[config.mk]
export PLATFORM = sky130hd
export DESIGN_NAME = gt_tx_framer
export DESIGN_NICKNAME = d
export VERILOG_FILES = /design/src/rtl/gt_tx_framer.sv
export SDC_FILE = /design/constraint.sdc
export NUM_CORES = 1
export LEC_CHECK = 0
export ABC_CLOCK_PERIOD_IN_PS = 3950
export CORE_MARGIN = 2
export CORE_UTILIZATION = 42
export DETAILED_ROUTE_END_ITERATION = 8
export PLACE_DENSITY_LB_ADDON = 0.08
export SLEW_MARGIN = 20
export SYNTH_ARGS = -nofsm -noshare
export SYNTH_HDL_FRONTEND = slang
export SYNTH_SLANG_ARGS = --single-unit
[constraint.sdc]
create_clock -name usrclk_i -period 3.95 [get_ports usrclk_i]
set_clock_uncertainty 0.15 [all_clocks]
set_input_delay 0.395 -clock usrclk_i [delete_from_list [all_inputs] [get_ports usrclk_i]]
set_output_delay 0.395 -clock usrclk_i [all_outputs]
set_load 0.01 [all_outputs]
[src/rtl/gt_tx_framer.sv]
// Transmit framer for the GT 16-bit/2-K user interface: it sends IDLE commas for alignment,
// periodic forced IDLEs and payload words. Optional test pattern mode: GT_TX_FRAMER_PATTERN_EN.
module gt_tx_framer #(
   parameter logic [15:0] g_IDLE        = 16'hBC95,
   parameter int unsigned g_IDLE_PERIOD = 32'd193,
   parameter int unsigned g_INIT_IDLES  = 32'd64
) (
   input  logic        usrclk_i,
   input  logic        rst_n_i,
   input  logic        en_i,
`ifdef GT_TX_FRAMER_PATTERN_EN
   input  logic        pattern_en_i,
`endif
   input  logic [15:0] data_i,
   input  logic        valid_i,
   output logic        ready_o,
   output logic [15:0] tx_data_o,
   output logic [1:0]  tx_k_o,
   output logic        link_up_o,
   output logic [31:0] words_sent_o
);

   localparam logic [1:0]  ST_DISABLED = 2'd0;
   localparam logic [1:0]  ST_INIT     = 2'd1;
   localparam logic [1:0]  ST_RUN      = 2'd2;
   localparam logic [1:0]  K_IDLE      = 2'b10;
   localparam logic [1:0]  K_DATA      = 2'b00;
   localparam logic [15:0] PERIOD_LAST = 16'(g_IDLE_PERIOD - 32'd1);
   localparam logic [15:0] INIT_LAST   = 16'(g_INIT_IDLES - 32'd1);
   localparam logic [31:0] WORDS_MAX   = 32'hFFFF_FFFF;

   logic [1:0]  state_r,      state_s;
   logic [15:0] init_cnt_r,   init_cnt_s;
   logic [15:0] period_cnt_r, period_cnt_s;
   logic [15:0] tx_data_r,    tx_data_s;
   logic [1:0]  tx_k_r,       tx_k_s;
   logic        link_up_r,    link_up_s;
   logic [31:0] words_sent_r, words_sent_s;
   logic        slot_s;
   logic        take_s;
   logic [15:0] word_s;

   // A payload slot exists on every enabled RUN cycle except the forced-IDLE one.
   assign slot_s = (state_r == ST_RUN) && en_i && (period_cnt_r != 16'd0);

`ifdef GT_TX_FRAMER_PATTERN_EN
   logic [15:0] pat_cnt_r, pat_cnt_s;

   assign ready_o   = slot_s && !pattern_en_i;
   assign pat_cnt_s = ((state_r == ST_RUN) && en_i) ? (pat_cnt_r + 16'd1) : 16'd0;

   // Select between the pattern counter and the user payload for the slot.
   always_comb begin
      take_s = 1'b0;
      word_s = data_i;
      if (pattern_en_i) begin
         take_s = slot_s;
         word_s = pat_cnt_r;
      end else begin
         take_s = slot_s && valid_i;
         word_s = data_i;
      end
   end

   // Pattern counter: zero outside RUN so it restarts at every RUN entry.
   always_ff @(posedge usrclk_i) begin
      if (!rst_n_i) begin
         pat_cnt_r <= 16'd0;
      end else begin
         pat_cnt_r <= pat_cnt_s;
      end
   end
`else
   assign ready_o = slot_s;
   assign take_s  = slot_s && valid_i;
   assign word_s  = data_i;
`endif

   // Next-state, counter and next-output decode.
   always_comb begin
      state_s      = state_r;
      init_cnt_s   = init_cnt_r;
      period_cnt_s = period_cnt_r;
      link_up_s    = 1'b0;
      if (!en_i) begin
         state_s      = ST_DISABLED;
         init_cnt_s   = 16'd0;
         period_cnt_s = 16'd0;
      end else begin
         case (state_r)
            ST_DISABLED: begin
               state_s      = ST_INIT;
               init_cnt_s   = 16'd0;
               period_cnt_s = 16'd0;
            end
            ST_INIT: begin
               if (init_cnt_r == INIT_LAST) begin
                  state_s      = ST_RUN;
                  init_cnt_s   = 16'd0;
                  period_cnt_s = 16'd0;
               end else begin
                  init_cnt_s   = init_cnt_r + 16'd1;
               end
            end
            ST_RUN: begin
               link_up_s = 1'b1;
               if (period_cnt_r == PERIOD_LAST) begin
                  period_cnt_s = 16'd0;
               end else begin
                  period_cnt_s = period_cnt_r + 16'd1;
               end
            end
            default: begin
               state_s      = ST_DISABLED;
               init_cnt_s   = 16'd0;
               period_cnt_s = 16'd0;
            end
         endcase
      end

      // Payload equal to g_IDLE stays legal: only the K flags mark a comma.
      if (take_s) begin
         tx_data_s = word_s;
         tx_k_s    = K_DATA;
         if (words_sent_r != WORDS_MAX) begin
            words_sent_s = words_sent_r + 32'd1;
         end else begin
            words_sent_s = words_sent_r;
         end
      end else begin
         tx_data_s    = g_IDLE;
         tx_k_s       = K_IDLE;
         words_sent_s = words_sent_r;
      end
   end

   // State and output registers; reset wins over everything, en_i never clears the word count.
   always_ff @(posedge usrclk_i) begin
      if (!rst_n_i) begin
         state_r      <= ST_DISABLED;
         init_cnt_r   <= 16'd0;
         period_cnt_r <= 16'd0;
         tx_data_r    <= g_IDLE;
         tx_k_r       <= K_IDLE;
         link_up_r    <= 1'b0;
         words_sent_r <= 32'd0;
      end else begin
         state_r      <= state_s;
         init_cnt_r   <= init_cnt_s;
         period_cnt_r <= period_cnt_s;
         tx_data_r    <= tx_data_s;
         tx_k_r       <= tx_k_s;
         link_up_r    <= link_up_s;
         words_sent_r <= words_sent_s;
      end
   end

   assign tx_data_o    = tx_data_r;
   assign tx_k_o       = tx_k_r;
   assign link_up_o    = link_up_r;
   assign words_sent_o = words_sent_r;

endmodule

==> impl_metrics.ini, run 1 <==
[outcome]
run_status = complete, no violations

[power]
p_comb_frac = 0.030
cell_area_power_density_nw_per_um2 = 300
internal-power_uw = 1170
portion_of_total_power_attributed_to_the_clock_network = 0.405
p_leak_uw = 0.00165
p_seq_frac = 0.565
worst_ir_drop_vdd_mv = 0.141
switching_share = 0.218
p_switching_uw = 327

[timing]
setup_viol = 0
grt_setup_unrepaired = no
max-slew-margin-rel = 0.315
clock.fmax_ghz = 0.338
setup-tns-final_ns = 0
final_hold_viol_count = 0
final_max_slew_viol_count = 0
post-route-period-util = 0.750
worst_slew_pin_slew_ns = 1.03
final.min_clock_period_ns = 2.96
hold-worst-slack_ns = 0.334

[global_route]
first_global_vias = 3322
grt_max_degree = 38
grt_remaining_overflow = 0
global_route_wire_length_before_repair_um = 16200
gr-usage-all-layers = 0.193
number_of_antenna_violations_at_the_first_check_in_global_routing = 0

[synthesis]
post_synth_edffs = 0
synth_seq_cells = 84
netlist_instances = 469
synth.net_count = 493
synth.yosys.warnings = 0
post-synth-top-count-cell = dfxtp_1
async_flop_share = 0
post_synth_instance_area_um2 = 4030
yosys_most_used_dff = dfxtp_1
ys_top_cells_by_area = dfxtp_1 (42%), nor2_1 (4.0%), nand2_1 (3.9%), a21oi_1 (3.7%), o31ai_1 (3.7%)
number_of_distinct_library_cell_variants_in_the_gate_level_netlist_after_synthesis = 53
synth-seq-area-share = 0.418
post_synth_most_frequent_cells = dfxtp_1 (84), nor2_1 (43), nand2_1 (42)
synth_largest_area_cell = dfxtp_1
yosys.area.top_type_share = 0.418
avgSynthCellArea_um2 = 8.59

[clock_tree]
clock_tree.buffer_depth = 2
clock_tree.htree_level_count = 3
clk-insertion-delay-late_ns = 0.35
ctsRootBufferMaster = clkbuf_8
tritoncts = built
cts.clk_slew.worst_paths_ns = 0.08
cts.hold.buffers_added = 0
post-cts-setup-buffer-count = 0
postCtsResizedCells = 0
cts_num_sinks = 84
cts-buffers-inserted = 9

[run]
max_cap_viol_count = 0

[min_path]
worstHoldPathType = flip-flop to flip-flop
hold_path_end = init_cnt_r[15]
hold_depth = 1
hold_path.startpoint = init_cnt_r[15]

[floorplan]
fp.dieW_um = 102
chipHeight_um = 102
floorplan.rows = 35
i_o_pin_count = 72
starting_density = 0.434
die_area_um2 = 10400
coreArea_um2 = 9280

[layout]
postLayoutCoreUtil = 0.539
post_route_cells_drive_above_1_share = 0.0524
n_antenna_cell = 0
syn_to_final_growth_pct = 24.3
final_stage_net_count = 554

[worst_setup_path]
ff2ff_setup_slack_ns = 1.05
worst_setup_path_end_kind = output pin
reg2regPathDepth = 7
critPathLaunch = period_cnt_r[0]
crit-reg2reg-capture = words_sent_o[15]
critical_path_peak_fanout = 7
rr_startpoint = period_cnt_r[0]
type_of_the_worst_setup_path = flip-flop to output pin
worstPathArrival_ns = 2.42
critical_path_required_ns = 3.40
worst_setup_path_start_kind = flip-flop

[drt]
drt-vias-per-instance = 5.67
detail_route.wl_per_cell_um = 14.9
drt_first_pass_iters = 4
remaining_drc_errors = 0
dr.first_iter.drc_count = 163
drt_wl_total_um = 9860
num_vias = 3759
antenna_violating_nets_post_route = 0

[place]
port_buffers = 70
place_hpwl_um = 6830
gp_congestion = 0.834
[layer usage]
layer	up-vias	GRT usage	share of wire
met4	0	0.0605	0.0094
met2	103	0.296	0.45
met3	8	0.0431	0.064
li1	1877	-	-
met1	1771	0.271	0.48
met5	-	0	0
[critical path, stage by stage (launching register included)]
cell and delay (ns):
dfxtp_1 0.34, inv_1 0.11, ha_1 0.15, nor4b_1 0.31, nand4_1 0.40, nor2b_1 0.28, clkdlybuf4s50_1 0.49
[worst max path at each step]
stage | slack [ns] | cells after the start | to
after floorplan | 1.69 | 8 | words_sent_o[1]
after global placement | 0.98 | 5 | words_sent_o[6]
after detailed placement | 0.94 | 5 | words_sent_o[15]
after CTS | 0.93 | 6 | ready_o
after global routing | 0.67 | 7 | words_sent_o[5]
final | 0.99 | 6 | ready_o
[final cells by class]
cell class / count / area, µm²
clock buffer: 11 / 141
clock inverter: 4 / 48.8
fill: 893 / 4280
inverter: 9 / 33.8
multi-input combinational: 350 / 2190
sequential: 84 / 1680
tap: 129 / 161
timing repair buffer: 76 / 746
[power groups by stage]
stage	combinational [µW]	sequential (µW)	clock (µW)
5_1_grt	49.6	848	666
4_1_cts	45.7	848	632
3_5_place_dp	45.2	868	0
2_1_floorplan	19.1	868	0
6_report	45.1	848	608
3_3_place_gp	45.3	868	0
[cell usage in the layout, fill, tap and decap left out, types with 2 or more instances in the layout]
cell,n
o21ai_0,12
nor3_1,9
and3_1,13
nand4_2,3
a22oi_1,2
and2_1,4
o31a_1,2
a211oi_1,3
o211a_1,5
xnor2_1,7
dfxtp_1,84
a311oi_1,8
a31oi_1,3
clkinv_2,2
nor2_1,43
clkbuf_8,10
a21oi_1,30
o41ai_1,2
a41oi_1,2
buf_4,6
xor2_1,6
nand4_1,18
and4_1,5
or3_1,14
nand3_1,20
o211ai_1,3
o21a_1,2
nand2b_1,9
inv_1,9
or4_1,20
nor4_1,12
mux2i_1,5
nand3b_1,4
o31ai_1,20
nand2_1,42
clkdlybuf4s50_1,70
nor2b_1,3
ha_1,4
[kinds of logic (layout without fill, tap and decap cells)]
family          after synthesis  in the layout  share of synthesized area
compound gates              100            100                      0.168
xor+xnor                     13             13                     0.0283
fa+ha+maj                     4              4                     0.0124
buf+inv                      35            100                     0.0404
flops                        84             84                      0.418
mux                           5              5                     0.0124
other cells                   1              1                   0.000931
simple gates                227            227                      0.320
[state kept, by name (all words and copies together) (netlist names)]
name	flops
words_sent_o	32
tx_data_o	16
period_cnt_r	16
init_cnt_r	16
link_up_o	1
state_r	2
tx_k_o	1
[stage by stage]
step	setup slack [ns]	total power (µW)	instances	area [µm²]
2_1_floorplan	1.69	887	469	4030
3_3_place_gp	0.982	913	648	4810
3_5_place_dp	0.939	913	648	4810
4_1_cts	0.933	1530	663	5000
5_1_grt	0.665	1560	663	5000
6_report	0.987	1500	663	5000
Power figures use the tool's default switching activity.
==> run 2, diff against run 1 <==
ABC_CLOCK_PERIOD_IN_PS = 2900   (was 3950)
clock period = 2.9 ns   (was 3.95 ns; I/O delays follow)
==> run 2 against run 1 <==
Register-to-register slack worse by 0.68 ns. Cell count is 0.60% higher. Worst hold slack gained 0.0026 ns. Clock power increased by 64%. Wire length grew 2.3%. Sequential share of layout area fell by 0.55 points. Setup slack worse by 0.68 ns. Global-route usage up 1.0 points. Core utilization up 0.90 points. Via count rose by 1.6%. Die area is the same. Largest power group unchanged. Highest routed layer unchanged.
==> impl_metrics.ini, run 2 (synthesis results as in run 1) <==
[floorplan]
floorplan.rows = 35
starting_density = 0.434
die_area_um2 = 10400
coreArea_um2 = 9280
chipHeight_um = 102
i_o_pin_count = 72
fp.dieW_um = 102

[drt]
remaining_drc_errors = 0
dr.first_iter.drc_count = 152
drt_wl_total_um = 10100
drt-vias-per-instance = 5.73
antenna_violating_nets_post_route = 0
detail_route.wl_per_cell_um = 15.1
drt_first_pass_iters = 4
num_vias = 3819

[global_route]
first_global_vias = 3439
grt_remaining_overflow = 0
global_route_wire_length_before_repair_um = 17000
grt_max_degree = 37
grtUsageMet3 = 0.0472
gr-usage-all-layers = 0.203
grt_use_met1 = 0.284
use_met2 = 0.307
busiest_layer_in_global_routing = met2
number_of_antenna_violations_at_the_first_check_in_global_routing = 0

[worst_setup_path]
type_of_the_worst_setup_path = flip-flop to output pin
worst_setup_path_start_kind = flip-flop
critical_path_peak_fanout = 4
worstPathArrival_ns = 2.16
critical_path_required_ns = 2.46
worst_setup_path_end_kind = output pin

[timing]
clock.fmax_ghz = 0.385
finalWorstSetupSlack_ns = 0.303
final.min_clock_period_ns = 2.60
final_hold_viol_count = 0
final_max_slew_viol_count = 0
max-slew-margin-rel = 0.582
post-route-period-util = 0.896
setup-tns-final_ns = 0
setup_viol = 0
worst_slew_pin_slew_ns = 0.623
grt_setup_unrepaired = no

[clock_tree]
clock_tree.htree_level_count = 3
clk-insertion-delay-late_ns = 0.35
cts-buffers-inserted = 9
cts_num_sinks = 84
clock_tree.buffer_depth = 2
ctsRootBufferMaster = clkbuf_8
tritoncts = built
cts.clk_slew.worst_paths_ns = 0.09
cts.hold.buffers_added = 0

[layout]
multi_input_gate_area_in_the_final_layout_um2 = 2200
final_stage_net_count = 558
seqCellArea_um2 = 1680
largest_register_ffs = 32
postLayoutCoreUtil = 0.548
syn_to_final_growth_pct = 26.3
number_of_inserted_filler_cells_in_the_final_layout = 903
post_route_cells_drive_above_1_share = 0.0632
layout.cells.most_common = dfxtp_1
n_antenna_cell = 0
layout_common_cells = dfxtp_1 (84), clkdlybuf4s50_1 (70), nor2_1 (43), nand2_1 (42), a21oi_1 (30)

[place]
port_buffers = 70
place_hpwl_um = 7000
gp_congestion = 0.820
placement.setup.worst_slack_ns = 0.401

[min_path]
worstHoldPathType = flip-flop to flip-flop

[outcome]
run_status = complete, no violations

[power]
cell_area_power_density_nw_per_um2 = 436
totalPowerFinal_uw = 2220
worst_ir_drop_vdd_mv = 0.213
p_leak_uw = 0.00169

[run]
max_cap_viol_count = 0
## run 2: what timing repair did
item                                    CTS  global route
gates resized for setup                   0             1
buffers inserted                          0             0
endpoints found under the setup margin    0             1
## run 2: cell type report
cell class | count | share of cell area
Clock buffer | 9 | 0.0243
Clock inverter | 6 | 0.0224
Inverter | 9 | 0.00664
Multi-Input combinational cell | 350 | 0.432
Sequential cell | 84 | 0.330
Tap cell | 129 | 0.0317
Timing Repair Buffer | 80 | 0.152
## run 2: final timing paths
path | slack [ns] | endpoint | depth (start not counted) | startpoint
max | 0.30 | ready_o | 6 | period_cnt_r[0]
min | 0.34 | words_sent_o[19] | 2 | words_sent_o[19]
max reg2reg | 0.37 | words_sent_o[6] | 7 | words_sent_o[0]
min reg2reg | 0.34 | words_sent_o[19] | 2 | words_sent_o[19]
## run 2: power by group
part | leakage, µW | switching (µW) | internal, µW | total (µW)
Sequential | 0.000677 | 1.49 | 1150 | 1150
Combinational | 0.000897 | 32.8 | 30.5 | 63.2
Clock | 0.000112 | 431 | 569 | 1000
Total | 0.00169 | 465 | 1750 | 2220
## run 2: worst max-delay path: stages (launching register included)
cell and delay [ns]:
dfxtp_1 0.34, inv_1 0.11, ha_1 0.19, nor4b_2 0.24, nand4_1 0.22, nor2b_1 0.21
clkdlybuf4s50_1 0.48
## run 2: metrics by stage
step	area, µm²	hold slack, ns	std cells
after floorplan	4030	0.242	469
after global placement	4840	0.321	652
after detailed placement	4840	0.326	652
after CTS	5080	0.334	667
after global routing	5090	0.346	667
final	5090	0.337	667
## run 2: metal layers
layer	vias to the layer above	wire (µm)
met5	-	0
met1	1813	4790
li1	1895	-
met3	11	636
met2	100	4530
met4	0	131
==> run 3, diff against run 2 <==
CORE_UTILIZATION = 32   (was 42)
GPL_ROUTABILITY_DRIVEN = 1   (was not set)
==> run 3 against run 2 <==
Clock-buffer cell count rose by 2. Maximum frequency fell by 0.41%. Register-to-register slack improved by 0.04 ns. Sequential share of layout area fell by 0.73 points. Critical path depth did not move. Combinational power rose by 4.0%. First-iteration DRC count rose by 18%. Via count fell by 0.81%. Critical endpoint unchanged.
==> impl_metrics.ini, run 3 (synthesis results as in run 1) <==
[place]
place_hpwl_um = 7280
port_buffers = 70
place.detailed.instances = 692
placed_area_um2 = 4900
gp_congestion = 0.794

[power]
worst_ir_drop_vdd_mv = 0.253
internal-power_uw = 1890
portion_of_total_power_attributed_to_the_clock_network = 0.491
p_seq_frac = 0.482
switching_share = 0.210
cell_area_power_density_nw_per_um2 = 461
p_comb_frac = 0.027
p_switching_uw = 504
p_leak_uw = 0.00173

[global_route]
use_met2 = 0.256
number_of_antenna_violations_at_the_first_check_in_global_routing = 0
grt_remaining_overflow = 0
global_route_wire_length_before_repair_um = 17500
grtUsageMet3 = 0.0431
gr-usage-all-layers = 0.165
first_global_vias = 3489
busiest_layer_in_global_routing = met2
grt_max_degree = 47
grt_use_met1 = 0.220

[floorplan]
die_area_um2 = 13500
chipHeight_um = 116
fp.dieW_um = 116
i_o_pin_count = 72
starting_density = 0.331
coreArea_um2 = 12200
floorplan.rows = 40

[timing]
final_hold_viol_count = 0
final_max_slew_viol_count = 0
setup_viol = 0
max-slew-margin-rel = 0.539
final.min_clock_period_ns = 2.61
clock.fmax_ghz = 0.383
worst_slew_pin_slew_ns = 0.689
grt_setup_unrepaired = no
setup-tns-final_ns = 0
post-route-period-util = 0.899

[worst_setup_path]
crit_slowest_cell = clkdlybuf4s50_1
critical_path_peak_fanout = 4
worst_setup_path_end_kind = output pin
critical_path.max_stage_delay_ns = 0.50
type_of_the_worst_setup_path = flip-flop to output pin
worstPathCellList = inv_1, ha_1, nor4b_1, nand4_1, nor2b_1, clkdlybuf4s50_1
worst_setup_path_start_kind = flip-flop
critical_path_required_ns = 2.46
worstPathArrival_ns = 2.17

[clock_tree]
ctsRootBufferMaster = clkbuf_16
postCtsResizedCells = 0
clock_tree.buffer_depth = 2
clock_tree.htree_level_count = 3
cts.hold.buffers_added = 0
post-cts-setup-buffer-count = 0
tritoncts = built
cts-buffers-inserted = 9
cts_num_sinks = 84
clk-insertion-delay-late_ns = 0.35
cts.clk_slew.worst_paths_ns = 0.06

[drt]
remaining_drc_errors = 0
antenna_violating_nets_post_route = 0
drt_first_pass_iters = 4
drt-vias-per-instance = 5.35
detail_route.wl_per_cell_um = 14.8
drt_wl_total_um = 10500
num_vias = 3788
dr.first_iter.drc_count = 180

[run]
max_cap_viol_count = 0

[layout]
largest_register_ffs = 32
final_stage_net_count = 559
multi_input_gate_area_in_the_final_layout_um2 = 2190
layout.cells.most_common = dfxtp_1
number_of_inserted_filler_cells_in_the_final_layout = 1234
syn_to_final_growth_pct = 29.2
post_route_cells_drive_above_1_share = 0.0648
seqCellArea_um2 = 1680
n_antenna_cell = 0
final_cell_area_um2 = 5200
layout_common_cells = dfxtp_1 (84), clkdlybuf4s50_1 (70), nor2_1 (43), nand2_1 (42), a21oi_1 (30)
final_cell_count_no_fill = 708

[outcome]
run_status = complete, no violations

[min_path]
worstHoldPathType = flip-flop to flip-flop
==> run 3: changes by cell type in the layout (fill, tap and decap cells not counted), sizes merged <==
cell,before,now
bufinv,3,1
clkinv,1,4
clkinvlp,2,0
clkbuf,9,11
buf,10,11
==> run 3: final timing paths <==
kind | startpoint | endpoint | slack [ns] | cells past startpoint
worst min register to register | init_cnt_r[15] | init_cnt_r[15] | 0.34 | 1
worst max register to register | words_sent_o[0] | words_sent_o[6] | 0.41 | 7
worst min-delay path | init_cnt_r[15] | init_cnt_r[15] | 0.34 | 1
worst max-delay path | period_cnt_r[0] | ready_o | 0.29 | 6
==> run 3: cell type report <==
cell class | count | share of cell area
timing repair buffer | 81 | 0.151
sequential | 84 | 0.323
clock inverter | 5 | 0.00962
tap | 168 | 0.0404
multi-input combinational | 350 | 0.421
clock buffer | 11 | 0.0486
inverter | 9 | 0.00649
==> run 3: per-stage QoR <==
step           hold WS, ns  power, µW  utilization  setup WS [ns]
6_report             0.336       2400        0.428          0.292
5_1_grt              0.360       2490        0.428          0.115
4_1_cts              0.339       2430        0.428          0.256
3_5_place_dp         0.327       1250        0.403          0.427
3_3_place_gp         0.324       1250        0.403          0.501
2_1_floorplan        0.242       1210            -          0.640
==> run 3: power by group through the flow <==
stage	combinational (µW)	sequential (µW)	clock [µW]
CTS	67.2	1160	1210
finish	65.7	1160	1180
floorplan	26.0	1180	0
global placement	66.2	1180	0
global route	71.9	1160	1260
detailed placement	66.4	1180	0
==> run 3: critical path, delay by kind of cell (launching register included) <==
family / cells / cell delay (ns)
and+or+nand+nor: 3 / 0.72
buffers and inverters: 2 / 0.62
DFF: 1 / 0.33
adders and majority gates: 1 / 0.15
==> run 3: routing by layer <==
layer / part of all wire / wire length (µm)
met3: 0.042 / 444
met2: 0.45 / 4670
met4: 0.015 / 155
met1: 0.50 / 5200
met5: 0 / 0
